### src/rtl/jk_pkg.sv
// Shared definitions for the JK bank driver and future JK-based generators.
package jk_pkg;

  // Operation codes carried on req_op
  localparam logic [1:0] OP_LOAD   = 2'd0;
  localparam logic [1:0] OP_CLEAR  = 2'd1;
  localparam logic [1:0] OP_TOGGLE = 2'd2;
  localparam logic [1:0] OP_INC    = 2'd3;

  // Sequencer states
  typedef enum logic [1:0] {
    ST_IDLE  = 2'd0,
    ST_DRIVE = 2'd1,
    ST_CHECK = 2'd2
  } state_e;

endpackage

### src/rtl/jk_bank_driver_if.sv
// Request/bank bus between a requester and the JK bank driver.
// q_fb travels on the same bus so the driver sees the bank read-back.
interface jk_bank_driver_if #(
  parameter int WIDTH = 4
);
  logic             req_valid;
  logic             req_ready;
  logic [1:0]       req_op;
  logic [WIDTH-1:0] req_data;
  logic [7:0]       req_steps;
  logic [WIDTH-1:0] q_fb;
  logic [WIDTH-1:0] j;
  logic [WIDTH-1:0] k;
  logic             done;
  logic             err;

  // Requester side (also supplies the bank read-back)
  modport master (
    output req_valid, req_op, req_data, req_steps, q_fb,
    input  req_ready, j, k, done, err
  );

  // Driver side
  modport slave (
    input  req_valid, req_op, req_data, req_steps, q_fb,
    output req_ready, j, k, done, err
  );
endinterface

### src/rtl/jk_excite.sv
// Combinational JK excitation: per bit, J/K needed to move cur to nxt.
// Don't-care terms are resolved to 0; toggle mode drives J=K=mask.
module jk_excite #(
  parameter int WIDTH = 4
) (
  input  logic [WIDTH-1:0] cur,
  input  logic [WIDTH-1:0] nxt,
  input  logic [WIDTH-1:0] tog_mask,
  input  logic             tog_en,
  output logic [WIDTH-1:0] j,
  output logic [WIDTH-1:0] k
);

  genvar gi;
  generate
    for (gi = 0; gi < WIDTH; gi = gi + 1) begin : g_bit
      // 0->1 sets via J, 1->0 clears via K, holds use neither
      assign j[gi] = tog_en ? tog_mask[gi] : (~cur[gi] &  nxt[gi]);
      assign k[gi] = tog_en ? tog_mask[gi] : ( cur[gi] & ~nxt[gi]);
    end
  endgenerate

endmodule

### src/rtl/jk_bank_driver.sv
// JK bank driver: turns LOAD/CLEAR/TOGGLE/INC requests into one-cycle J/K
// pulses, waits a cycle for the bank to settle, then verifies q_fb.
module jk_bank_driver
  import jk_pkg::*;
#(
  parameter int WIDTH = 4
) (
  input  logic                clk,
  input  logic                reset,
  jk_bank_driver_if.slave     bus
);

  localparam logic [WIDTH-1:0] ONE = WIDTH'(1);

  state_e           state_q, state_d;
  logic [WIDTH-1:0] j_q, j_d;
  logic [WIDTH-1:0] k_q, k_d;
  logic             ready_q, ready_d;
  logic             done_q, done_d;
  logic             err_q, err_d;
  logic [WIDTH-1:0] shadow_q, shadow_d;
  logic [WIDTH-1:0] expected_q, expected_d;
  logic [7:0]       steps_q, steps_d;

  // Step inputs: first step starts from live q_fb, later INC steps from the
  // value just verified (expected_q)
  logic [WIDTH-1:0] step_cur;
  logic [WIDTH-1:0] step_nxt;
  logic             step_tog;
  logic [WIDTH-1:0] exc_j;
  logic [WIDTH-1:0] exc_k;

  // Select current/next values for the excitation of the upcoming step
  always_comb begin
    step_cur = bus.q_fb;
    step_nxt = bus.q_fb;
    step_tog = 1'b0;
    if (state_q == ST_CHECK) begin
      step_cur = expected_q;
      step_nxt = expected_q + ONE;
    end else begin
      case (bus.req_op)
        OP_LOAD:   step_nxt = bus.req_data;
        OP_CLEAR:  step_nxt = '0;
        OP_TOGGLE: begin
          step_nxt = bus.q_fb ^ bus.req_data;
          step_tog = 1'b1;
        end
        default:   step_nxt = bus.q_fb + ONE;
      endcase
    end
  end

  jk_excite #(.WIDTH(WIDTH)) u_excite (
    .cur      (step_cur),
    .nxt      (step_nxt),
    .tog_mask (bus.req_data),
    .tog_en   (step_tog),
    .j        (exc_j),
    .k        (exc_k)
  );

  // Sequencer next-state and register next values
  always_comb begin
    state_d    = state_q;
    j_d        = '0;
    k_d        = '0;
    ready_d    = ready_q;
    done_d     = 1'b0;
    err_d      = err_q;
    shadow_d   = shadow_q;
    expected_d = expected_q;
    steps_d    = steps_q;
    case (state_q)
      ST_IDLE: begin
        if (bus.req_valid) begin
          ready_d  = 1'b0;
          err_d    = 1'b0;
          shadow_d = bus.q_fb;
          if (bus.req_op == OP_INC && bus.req_steps == 8'd0) begin
            // Zero-step INC: skip the bank, finish on the next edge
            steps_d    = 8'd0;
            expected_d = bus.q_fb;
            state_d    = ST_CHECK;
          end else begin
            steps_d    = (bus.req_op == OP_INC) ? bus.req_steps : 8'd1;
            j_d        = exc_j;
            k_d        = exc_k;
            expected_d = step_nxt;
            state_d    = ST_DRIVE;
          end
        end
      end
      ST_DRIVE: begin
        // J/K fall back to 0 by default; bank has sampled them
        state_d = ST_CHECK;
      end
      ST_CHECK: begin
        if (steps_q == 8'd0) begin
          done_d  = 1'b1;
          ready_d = 1'b1;
          state_d = ST_IDLE;
        end else if (bus.q_fb != expected_q) begin
          // Read-back mismatch abandons any remaining steps
          err_d   = 1'b1;
          done_d  = 1'b1;
          ready_d = 1'b1;
          state_d = ST_IDLE;
        end else if (steps_q > 8'd1) begin
          steps_d    = steps_q - 8'd1;
          shadow_d   = expected_q;
          j_d        = exc_j;
          k_d        = exc_k;
          expected_d = step_nxt;
          state_d    = ST_DRIVE;
        end else begin
          done_d  = 1'b1;
          ready_d = 1'b1;
          state_d = ST_IDLE;
        end
      end
      default: begin
        ready_d = 1'b1;
        state_d = ST_IDLE;
      end
    endcase
  end

  // State and output registers
  always_ff @(posedge clk) begin
    if (reset) begin
      state_q    <= ST_IDLE;
      j_q        <= '0;
      k_q        <= '0;
      ready_q    <= 1'b1;
      done_q     <= 1'b0;
      err_q      <= 1'b0;
      shadow_q   <= '0;
      expected_q <= '0;
      steps_q    <= 8'd0;
    end else begin
      state_q    <= state_d;
      j_q        <= j_d;
      k_q        <= k_d;
      ready_q    <= ready_d;
      done_q     <= done_d;
      err_q      <= err_d;
      shadow_q   <= shadow_d;
      expected_q <= expected_d;
      steps_q    <= steps_d;
    end
  end

  assign bus.j         = j_q;
  assign bus.k         = k_q;
  assign bus.req_ready = ready_q;
  assign bus.done      = done_q;
  assign bus.err       = err_q;

endmodule

### src/flat_wrapper.sv
// flat-port wrapper written by rule: the top's interface ports become plain ports
module jk_bank_driver_flat import jk_pkg::*;
#(
  parameter int WIDTH = 4
)
  (clk, reset, bus_req_valid, bus_req_op, bus_req_data, bus_req_steps, bus_q_fb, bus_req_ready, bus_j, bus_k, bus_done, bus_err);
  jk_bank_driver_if #(.WIDTH(WIDTH)) bus_i ();
  input  logic clk;
  input  logic reset;
  input wire logic [$bits(bus_i.req_valid)-1:0] bus_req_valid;
  input wire logic [$bits(bus_i.req_op)-1:0] bus_req_op;
  input wire logic [$bits(bus_i.req_data)-1:0] bus_req_data;
  input wire logic [$bits(bus_i.req_steps)-1:0] bus_req_steps;
  input wire logic [$bits(bus_i.q_fb)-1:0] bus_q_fb;
  output wire logic [$bits(bus_i.req_ready)-1:0] bus_req_ready;
  output wire logic [$bits(bus_i.j)-1:0] bus_j;
  output wire logic [$bits(bus_i.k)-1:0] bus_k;
  output wire logic [$bits(bus_i.done)-1:0] bus_done;
  output wire logic [$bits(bus_i.err)-1:0] bus_err;
  assign bus_i.req_valid = bus_req_valid;
  assign bus_i.req_op = bus_req_op;
  assign bus_i.req_data = bus_req_data;
  assign bus_i.req_steps = bus_req_steps;
  assign bus_i.q_fb = bus_q_fb;
  assign bus_req_ready = bus_i.req_ready;
  assign bus_j = bus_i.j;
  assign bus_k = bus_i.k;
  assign bus_done = bus_i.done;
  assign bus_err = bus_i.err;
  jk_bank_driver #(.WIDTH(WIDTH)) u_core (.clk(clk), .reset(reset), .bus(bus_i));
endmodule
### config.mk
export PLATFORM = sky130hd
export DESIGN_NAME = jk_bank_driver_flat
export DESIGN_NICKNAME = d
export VERILOG_FILES = /design/src/rtl/jk_pkg.sv /design/src/rtl/jk_bank_driver_if.sv /design/src/rtl/jk_excite.sv /design/src/rtl/jk_bank_driver.sv /design/src/flat_wrapper.sv
export SDC_FILE = /design/constraint.sdc
export NUM_CORES = 1
export LEC_CHECK = 0
export BUFFER_PORTS_ARGS = -buffer_cell sky130_fd_sc_hd__buf_4
export CAP_MARGIN = 5
export CORE_MARGIN = 10
export CORE_UTILIZATION = 35
export CTS_BUF_LIST = sky130_fd_sc_hd__clkbuf_8
export DETAILED_ROUTE_END_ITERATION = 8
export GPL_ROUTABILITY_DRIVEN = 0
export GPL_TIMING_DRIVEN = 0
export HOLD_SLACK_MARGIN = 0.1
export PLACE_DENSITY = 0.53
export SLEW_MARGIN = 20
export SYNTH_ARGS = -nofsm -noshare
export SYNTH_HDL_FRONTEND = slang
export SYNTH_SLANG_ARGS = --single-unit
### constraint.sdc
create_clock -name clk -period 5.4 [get_ports clk]
set_input_delay 0.27 -clock clk [delete_from_list [all_inputs] [get_ports clk]]
set_output_delay 0.27 -clock clk [all_outputs]
set_load 0.05 [all_outputs]
==> metrics.yaml, run 1 <==
ys.flop_type: "dfxtp_1"
grt_overflow: 0
setup_viol: 0
htree_levels: 1
fin_crit_sh_pct: 46.5
startpoint_type: "register"
cts_resized: 0
hold_start: "bus_req_steps[7]"
netlist_instances: 220
synth_largest_area_cell: "dfxtp_1"
synthTopCellsByArea: "dfxtp_1, a21oi_1, xnor2_1"
antenna_found_initial: 0
ys_async_sr_fraction_pct: 0
grt_pass1_vias: 1744
netlist_area_mm2: 0.00171
min_period_ns: 2.51
yosysMostFrequentCell: "dfxtp_1"
grt_pass1_wl_um: 8870
grtUsageTotal_pct: 12.9
routed_via_density: 5.55
synth_common_cells: "dfxtp_1, nor2_1, a21oi_1"
wl_per_cell_um: 16.6
cts_max_path_buffers: 2
clk_latency_ns: 0.28
fill_cells: 525
fmax_ghz: 0.398
hold_buffers: 0
whs_path_depth: 3
ys_seq_elements: 25
hold_class: "input pin to register"
start_util_pct: 36.1
multi_input_area_mm2: 0.00111
seqCellArea_um2: 500
r2r_cells: 7
cts_tree: "done"
cp_max_fo: 7
hold_path_end: "u_core.steps_q[7]"
core_mm2: 0.00472
powerDensity_mw_per_mm2: 230
portBuffers: 28
clk_pin_slew_ns: 0.10
num-nets-final: 279
die_h_um: 89.8
slew-limit-headroom_pct: 57.7
p_leak_nw: 0.784
synth_top_cell_area_share_pct: 29.3
cts-root-buf: "clkbuf_8"
r2r_end: "u_core.expected_q[3]"
route.detailed.drc: 0
dr_total_vias: 1771
yosysSeqAreaShare_pct: 29.3
yosysWarningCount: 0
worst_ep_required_time_ns: 5.61
clock_skew_ns: 0.00193
drt-pass1-iter-count: 4
worst_pin_slew_ns: 0.629
rsz0062_at_grt: "false"
first_iter_violations: 111
hold_violations: 0
cts_setup_buffers: 0
routed_wl_um: 5310
rows: 25
io_pins: 32
synth_edf_count: 0
synth_fp_nets: 246
vdd_drop_max_uv: 99.0
drv_slew: 0
arrival_ns: 2.72
cts-buffers-inserted: 3
status: "finished clean"
clock-sinks: 25
critPathCaptureType: "register"
r2r_slack_ns: 2.89
hpwl_um: 4080
drive_gt1_share_pct: 18.3
synth_cell_types: 52
die_area_mm2: 0.00806
grt_max_degree: 16
drtAntennaViolNets: 0
r2r-start: "u_core.steps_q[0]"
whs_ns: 0.272
worstSetupPathType: "register to register"
syn_to_final_growth_pct: 20.1
setup_tns_ns: 0
drv_cap: 0
syn_avg_cell_area_um2: 7.75
fp.dieW_um: 89.8
antenna_cells: 0
## placed cells by master, fill, tap and decap left out, types with 4 or more instances in the layout
master and n:
a211oi_1 6, a21oi_1 18, a221oi_1 4, a32oi_1 5, buf_4 28, clkbuf_1 11, dfxtp_1 25, ha_1 5
inv_1 10, nand2_1 17, nand2b_1 6, nand3_1 4, nor2_1 21, nor2b_1 6, nor3_1 11, o21ai_0 11
xnor2_1 10
## kinds of logic (layout without fill, tap and decap cells)
kind of cell	count (synthesis)	in the layout	share of synthesized area, %
xor gates and xnor gates	10	10	5.14
muxes	4	4	2.49
buffers and inverters	25	57	5.72
adders and majority gates	5	5	3.67
DFF	25	25	29.3
and+or+nand+nor	82	82	24.9
AOI/OAI and AO/OA	69	69	28.7
## final cells by class
| type | instances | share of cell area [%] |
|---|---|---|
| well taps | 67 | 4.09 |
| inverters | 10 | 1.83 |
| plain buffers | 15 | 2.93 |
| repair buffers | 28 | 10.3 |
| clock inverters | 1 | 0.367 |
| flip-flops and latches | 25 | 24.4 |
| multi-input cells | 170 | 54.1 |
| clock buffers | 3 | 2.02 |
## per-layer routing
| layer | wire length (um) | vias up | GRT usage (%) |
|---|---|---|---|
| li1 | - | 878 | - |
| met1 | 2510 | 837 | 17.7 |
| met2 | 2370 | 49 | 20.2 |
| met3 | 362 | 7 | 2.08 |
| met4 | 62 | 0 | 3.23 |
| met5 | 0 | - | 0 |
## per-stage QoR
step | instances | cell area [um^2] | worst slack, ns | utilization [%] | power [mW]
floorplan | 220 | 1710 | 3.22 | - | 0.304
global placement | 315 | 2000 | 2.95 | 42.3 | 0.348
detailed placement | 315 | 2000 | 2.91 | 42.3 | 0.349
CTS | 319 | 2050 | 2.89 | 43.4 | 0.472
global route | 319 | 2050 | 2.76 | 43.4 | 0.494
finish | 319 | 2050 | 2.89 | 43.4 | 0.470
## worst max-delay path, cell delays in order (launching register included)
cell and delay, ns:
dfxtp_1 0.49, inv_1 0.10, ha_1 0.28, or3_4 0.41, a41o_1 0.28, a2111o_1 0.51, a211o_1 0.30, o21ai_0 0.07
## power by group
part / leakage, nW / internal (mW) / switching (mW) / total (mW)
combinational: 0.558 / 0.0563 / 0.0817 / 0.138
sequential: 0.204 / 0.195 / 0.0121 / 0.207
clock: 0.0217 / 0.0526 / 0.0723 / 0.125
## worst max-delay path by stage
stage	start	end	slack, ns
after floorplan	u_core.steps_q[0]	u_core.steps_q[3]	3.22
after global placement	u_core.steps_q[0]	u_core.steps_q[3]	2.95
after detailed placement	u_core.steps_q[0]	u_core.steps_q[6]	2.91
after CTS	u_core.steps_q[0]	u_core.steps_q[6]	2.89
after global routing	u_core.steps_q[0]	u_core.steps_q[6]	2.76
final	u_core.steps_q[0]	u_core.expected_q[3]	2.89
## state kept, by name (all words and copies together), names as in the netlist
register	flops
u_core.bus.done	1
u_core.bus.err	1
u_core.bus.j	4
u_core.bus.k	4
u_core.bus.req_ready	1
u_core.expected_q	4
u_core.state_q	2
u_core.steps_q	8
Power figures use the tool's default switching activity.
==> run 2: changes to the inputs <==
PLACE_DENSITY = 0.55   (was 0.53)
clock period = 2.3 ns   (was 5.4 ns; I/O delays follow)
==> metrics.yaml, run 2 (synthesized netlist as in run 1, its figures left out) <==
hpwl_um: 3910
top_register: "u_core.steps_q"
critPathBufInv: 2
worst_pin_slew_ns: 0.612
fmax_ghz: 0.453
routed_via_density: 5.57
grt_max_degree: 14
drtAntennaViolNets: 0
status: "finished clean"
slew-limit-headroom_pct: 58.8
powerDensity_mw_per_mm2: 524
clock-sinks: 25
worst_ep_required_time_ns: 2.50
slowest_delay_ns: 0.43
drt-pass1-iter-count: 4
clock_skew_ns: 0.00390
rows: 25
min_period_ns: 2.21
syn_to_final_growth_pct: 23.5
critPathCaptureType: "register"
cp_max_fo: 7
die_h_um: 89.8
p_leak_nw: 0.821
grtUsageTotal_pct: 12.7
drv_cap: 0
worstSetupPathType: "register to register"
portBuffers: 28
drive_gt1_share_pct: 20.9
antenna_cells: 0
whs_ns: 0.121
start_util_pct: 36.1
clk_pin_slew_ns: 0.10
drv_slew: 0
fp.dieW_um: 89.8
fin_crit_sh_pct: 95.9
num-nets-final: 281
arrival_ns: 2.41
finalPower_mw: 1.10
grt_pass1_vias: 1739
hold_buffers: 0
cts_max_path_buffers: 2
grt_pass1_wl_um: 8670
crit_family: "compound AO/OA/AOI/OAI gates"
die_area_mm2: 0.00806
antenna_found_initial: 0
crit_slowest_cell: "a2111o_1"
cts-buffers-inserted: 3
rsz0062_at_grt: "false"
routed_wl_um: 5270
multi_input_area_mm2: 0.00114
postLayoutCoreUtil_pct: 44.6
vdd_drop_max_uv: 319
seqCellArea_um2: 505
layout_commonest_cell: "buf_4"
io_pins: 32
fill_cells: 502
first_iter_violations: 139
grt_overflow: 0
crit_chain: "inv_1 > ha_1 > or3_4 > a41o_1 > a2111o_1 > buf_4 > o22ai_1"
setup_tns_ns: 0
cts_tree: "done"
dr_total_vias: 1788
clk_latency_ns: 0.28
setup_viol: 0
cts-root-buf: "clkbuf_8"
largest_reg_flops: 8
hold_violations: 0
route.detailed.drc: 0
htree_levels: 1
startpoint_type: "register"
core_mm2: 0.00472
hold_class: "input pin to register"
wl_per_cell_um: 16.4
final_cell_mix: "buf_4, dfxtp_1, nor2_1"
==> run 2: changes by cell type in the layout (fill, tap and decap cells not counted), sizes merged <==
cell | previous run | this run
buf | 32 | 33
clkbuf | 14 | 15
clkinvlp | 1 | 0
inv | 10 | 11
==> run 2: worst paths after layout <==
check / start / to / slack, ns / depth (start not counted)
min: bus_req_steps[7] / u_core.steps_q[7] / 0.12 / 3
min reg2reg: u_core.steps_q[1] / u_core.steps_q[1] / 0.49 / 2
max: u_core.steps_q[0] / u_core.steps_q[2] / 0.09 / 7
max reg2reg: u_core.steps_q[0] / u_core.steps_q[2] / 0.09 / 7
==> run 2: where the power goes <==
part | internal (mW) | leakage [nW] | switching (mW)
Sequential | 0.459 | 0.205 | 0.0286
Combinational | 0.144 | 0.589 | 0.199
Clock | 0.120 | 0.0269 | 0.154
==> run 2: what timing repair did <==
action | CTS | global route
hold endpoints to repair | 0 | 0
buffers inserted | 0 | 2
setup endpoints to repair | 9 | 12
pin swaps | 1 | 3
gates resized for setup | 5 | 7
==> run 2: metrics by stage <==
| stage | std cells | worst slack (ns) | instance area [um^2] |
|---|---|---|---|
| 2_1_floorplan | 220 | 0.122 | 1710 |
| 5_1_grt | 321 | 0.00532 | 2110 |
| 6_report | 321 | 0.0945 | 2110 |
| 3_3_place_gp | 315 | -0.140 | 2000 |
| 4_1_cts | 319 | 0.0176 | 2050 |
| 3_5_place_dp | 315 | -0.153 | 2000 |
==> run 2: routing by layer <==
layer,vias up,GRT usage [%],wire [um]
li1,883,-,-
met1,854,16.6,2480
met2,46,20.3,2450
met3,5,1.83,262
met4,0,4.99,70
met5,-,0,0
==> run 2: worst min-delay path: stages <==
cell and delay [ns]:
buf_4 0.09, a32oi_1 0.05, o21ai_0 0.12
==> run 2: area by class of cell <==
type                       count  share of cell area, %
multi-input combinational    170                   54.2
tap                           67                   3.98
buffer                        15                   3.21
clock inverter                 1                  0.178
clock buffer                   3                   1.96
inverter                      10                   1.78
timing repair buffer          30                   10.7
sequential                    25                   24.0
==> run 3: changes to the inputs <==
--- a/config.mk
+++ b/config.mk
@@ -10,3 +10,3 @@
 export CORE_MARGIN = 10
-export CORE_UTILIZATION = 35
+export CORE_UTILIZATION = 25
 export CTS_BUF_LIST = sky130_fd_sc_hd__clkbuf_8
@@ -16,3 +16,3 @@
 export HOLD_SLACK_MARGIN = 0.1
-export PLACE_DENSITY = 0.55
+export PLACE_DENSITY = 0.42
 export SLEW_MARGIN = 20
==> constraint.sdc (replaced) <==
create_clock -name clk -period 2.3 [get_ports clk]
set_input_delay 0.46 -clock clk [delete_from_list [all_inputs] [get_ports clk]]
set_output_delay 0.46 -clock clk [all_outputs]
set_load 0.05 [all_outputs]
==> metrics.yaml, run 3 (synthesized netlist as in run 1, its figures left out) <==
fin_crit_sh_pct: 96.0
hold_class: "register to register"
clk_pin_slew_ns: 0.09
syn_to_final_growth_pct: 26.7
critPathCaptureType: "register"
fp.dieW_um: 103
hpwl_um: 4260
cp_max_fo: 10
drv_cap: 0
dr_total_vias: 1780
grt_pass1_wl_um: 9030
crit_chain: "inv_1 > ha_1 > or3_4 > a41o_1 > a211o_1 > buf_6 > o41ai_4"
worst_pin_slew_ns: 0.609
powerDensity_mw_per_mm2: 512
first_iter_violations: 143
final_cell_mix: "buf_4, dfxtp_1, nor2_1"
hold_violations: 0
clock_skew_ns: 0.00535
finalPower_mw: 1.11
routed_via_density: 5.30
fmax_ghz: 0.453
portBuffers: 28
die_area_mm2: 0.0105
setup_tns_ns: 0
drive_gt1_share_pct: 22.7
start_util_pct: 25.4
fill_cells: 725
largest_reg_flops: 8
cts-root-buf: "clkbuf_8"
htree_levels: 1
rows: 30
drt-pass1-iter-count: 5
slew-limit-headroom_pct: 59.4
cts-buffers-inserted: 3
vdd_drop_max_uv: 182
core_mm2: 0.00672
startpoint_type: "register"
antenna_cells: 0
grt_max_degree: 14
min_period_ns: 2.21
drv_slew: 0
die_h_um: 103
slowest_delay_ns: 0.42
worst_ep_required_time_ns: 2.48
grt_overflow: 0
crit_slowest_cell: "or3_4"
cts_tree: "done"
io_pins: 32
clk_latency_ns: 0.27
layout_commonest_cell: "buf_4"
setup_viol: 0
cts_max_path_buffers: 2
status: "finished clean"
arrival_ns: 2.38
top_register: "u_core.steps_q"
worstSetupPathType: "register to register"
route.detailed.drc: 0
p_leak_nw: 0.834
routed_wl_um: 5600
hold_buffers: 0
num-nets-final: 283
grtUsageTotal_pct: 10.9
antenna_found_initial: 0
grt_pass1_vias: 1756
clock-sinks: 25
rsz0062_at_grt: "false"
drtAntennaViolNets: 0
wl_per_cell_um: 16.7
[run 3: power breakdown]
part | switching [mW] | internal, mW
logic | 0.208 | 0.146
clock network | 0.147 | 0.120
registers | 0.0277 | 0.459
total | 0.383 | 0.724
[run 3: metrics by stage]
stage	setup slack (ns)	hold WS [ns]	cell area [um^2]	instances	utilization, %
final	0.0928	0.488	2160	336	32.2
after global routing	0.0246	0.498	2160	336	32.2
after CTS	0.00854	0.484	2090	332	31.1
after detailed placement	-0.309	0.470	2020	328	30.0
after global placement	-0.349	0.465	2020	328	30.0
after floorplan	0.122	0.446	1710	220	-
[run 3: area by class of cell]
| type | count | area, um^2 | share of cell area [%] |
|---|---|---|---|
| clock inverter | 1 | 3.75 | 0.174 |
| clock buffer | 3 | 41.3 | 1.91 |
| buffer | 15 | 67.6 | 3.13 |
| tap | 80 | 100 | 4.63 |
| timing repair buffer | 32 | 240 | 11.1 |
| inverter | 10 | 37.5 | 1.74 |
| multi-input combinational | 170 | 1160 | 53.9 |
| sequential | 25 | 505 | 23.4 |
[run 3: worst max-delay path, delay by kind of cell, from the launching register on]
family                     cells  cell delay, ns
and+or+nand+nor                1            0.42
AOI/OAI and AO/OA              3            0.88
DFF                            1            0.37
adders and majority gates      1            0.21
buffers and inverters          2            0.24
[run 3: layer usage]
| metal | track usage (%) | wire [um] | part of all wire [%] | vias to the layer above |
|---|---|---|---|---|
| li1 | - | - | - | 888 |
| met5 | 0 | 0 | 0 | - |
| met4 | 3.47 | 95 | 1.7 | 0 |
| met3 | 1.74 | 218 | 3.9 | 6 |
| met2 | 18.1 | 2710 | 48 | 45 |
| met1 | 14.0 | 2570 | 46 | 841 |
[run 3: final timing paths]
kind                             to  cells after the start              start  slack, ns
setup / recovery  u_core.steps_q[5]                      7  u_core.steps_q[1]       0.09
hold / removal    u_core.steps_q[1]                      2  u_core.steps_q[1]       0.49
setup reg to reg  u_core.steps_q[5]                      7  u_core.steps_q[1]       0.09
hold reg to reg   u_core.steps_q[1]                      2  u_core.steps_q[1]       0.49
[run 3: timing repair]
item,CTS,global route
gates cloned,0,0
resized for setup,8,8
setup endpoints to repair,10,15
buffers inserted,0,4
pin swaps,1,2
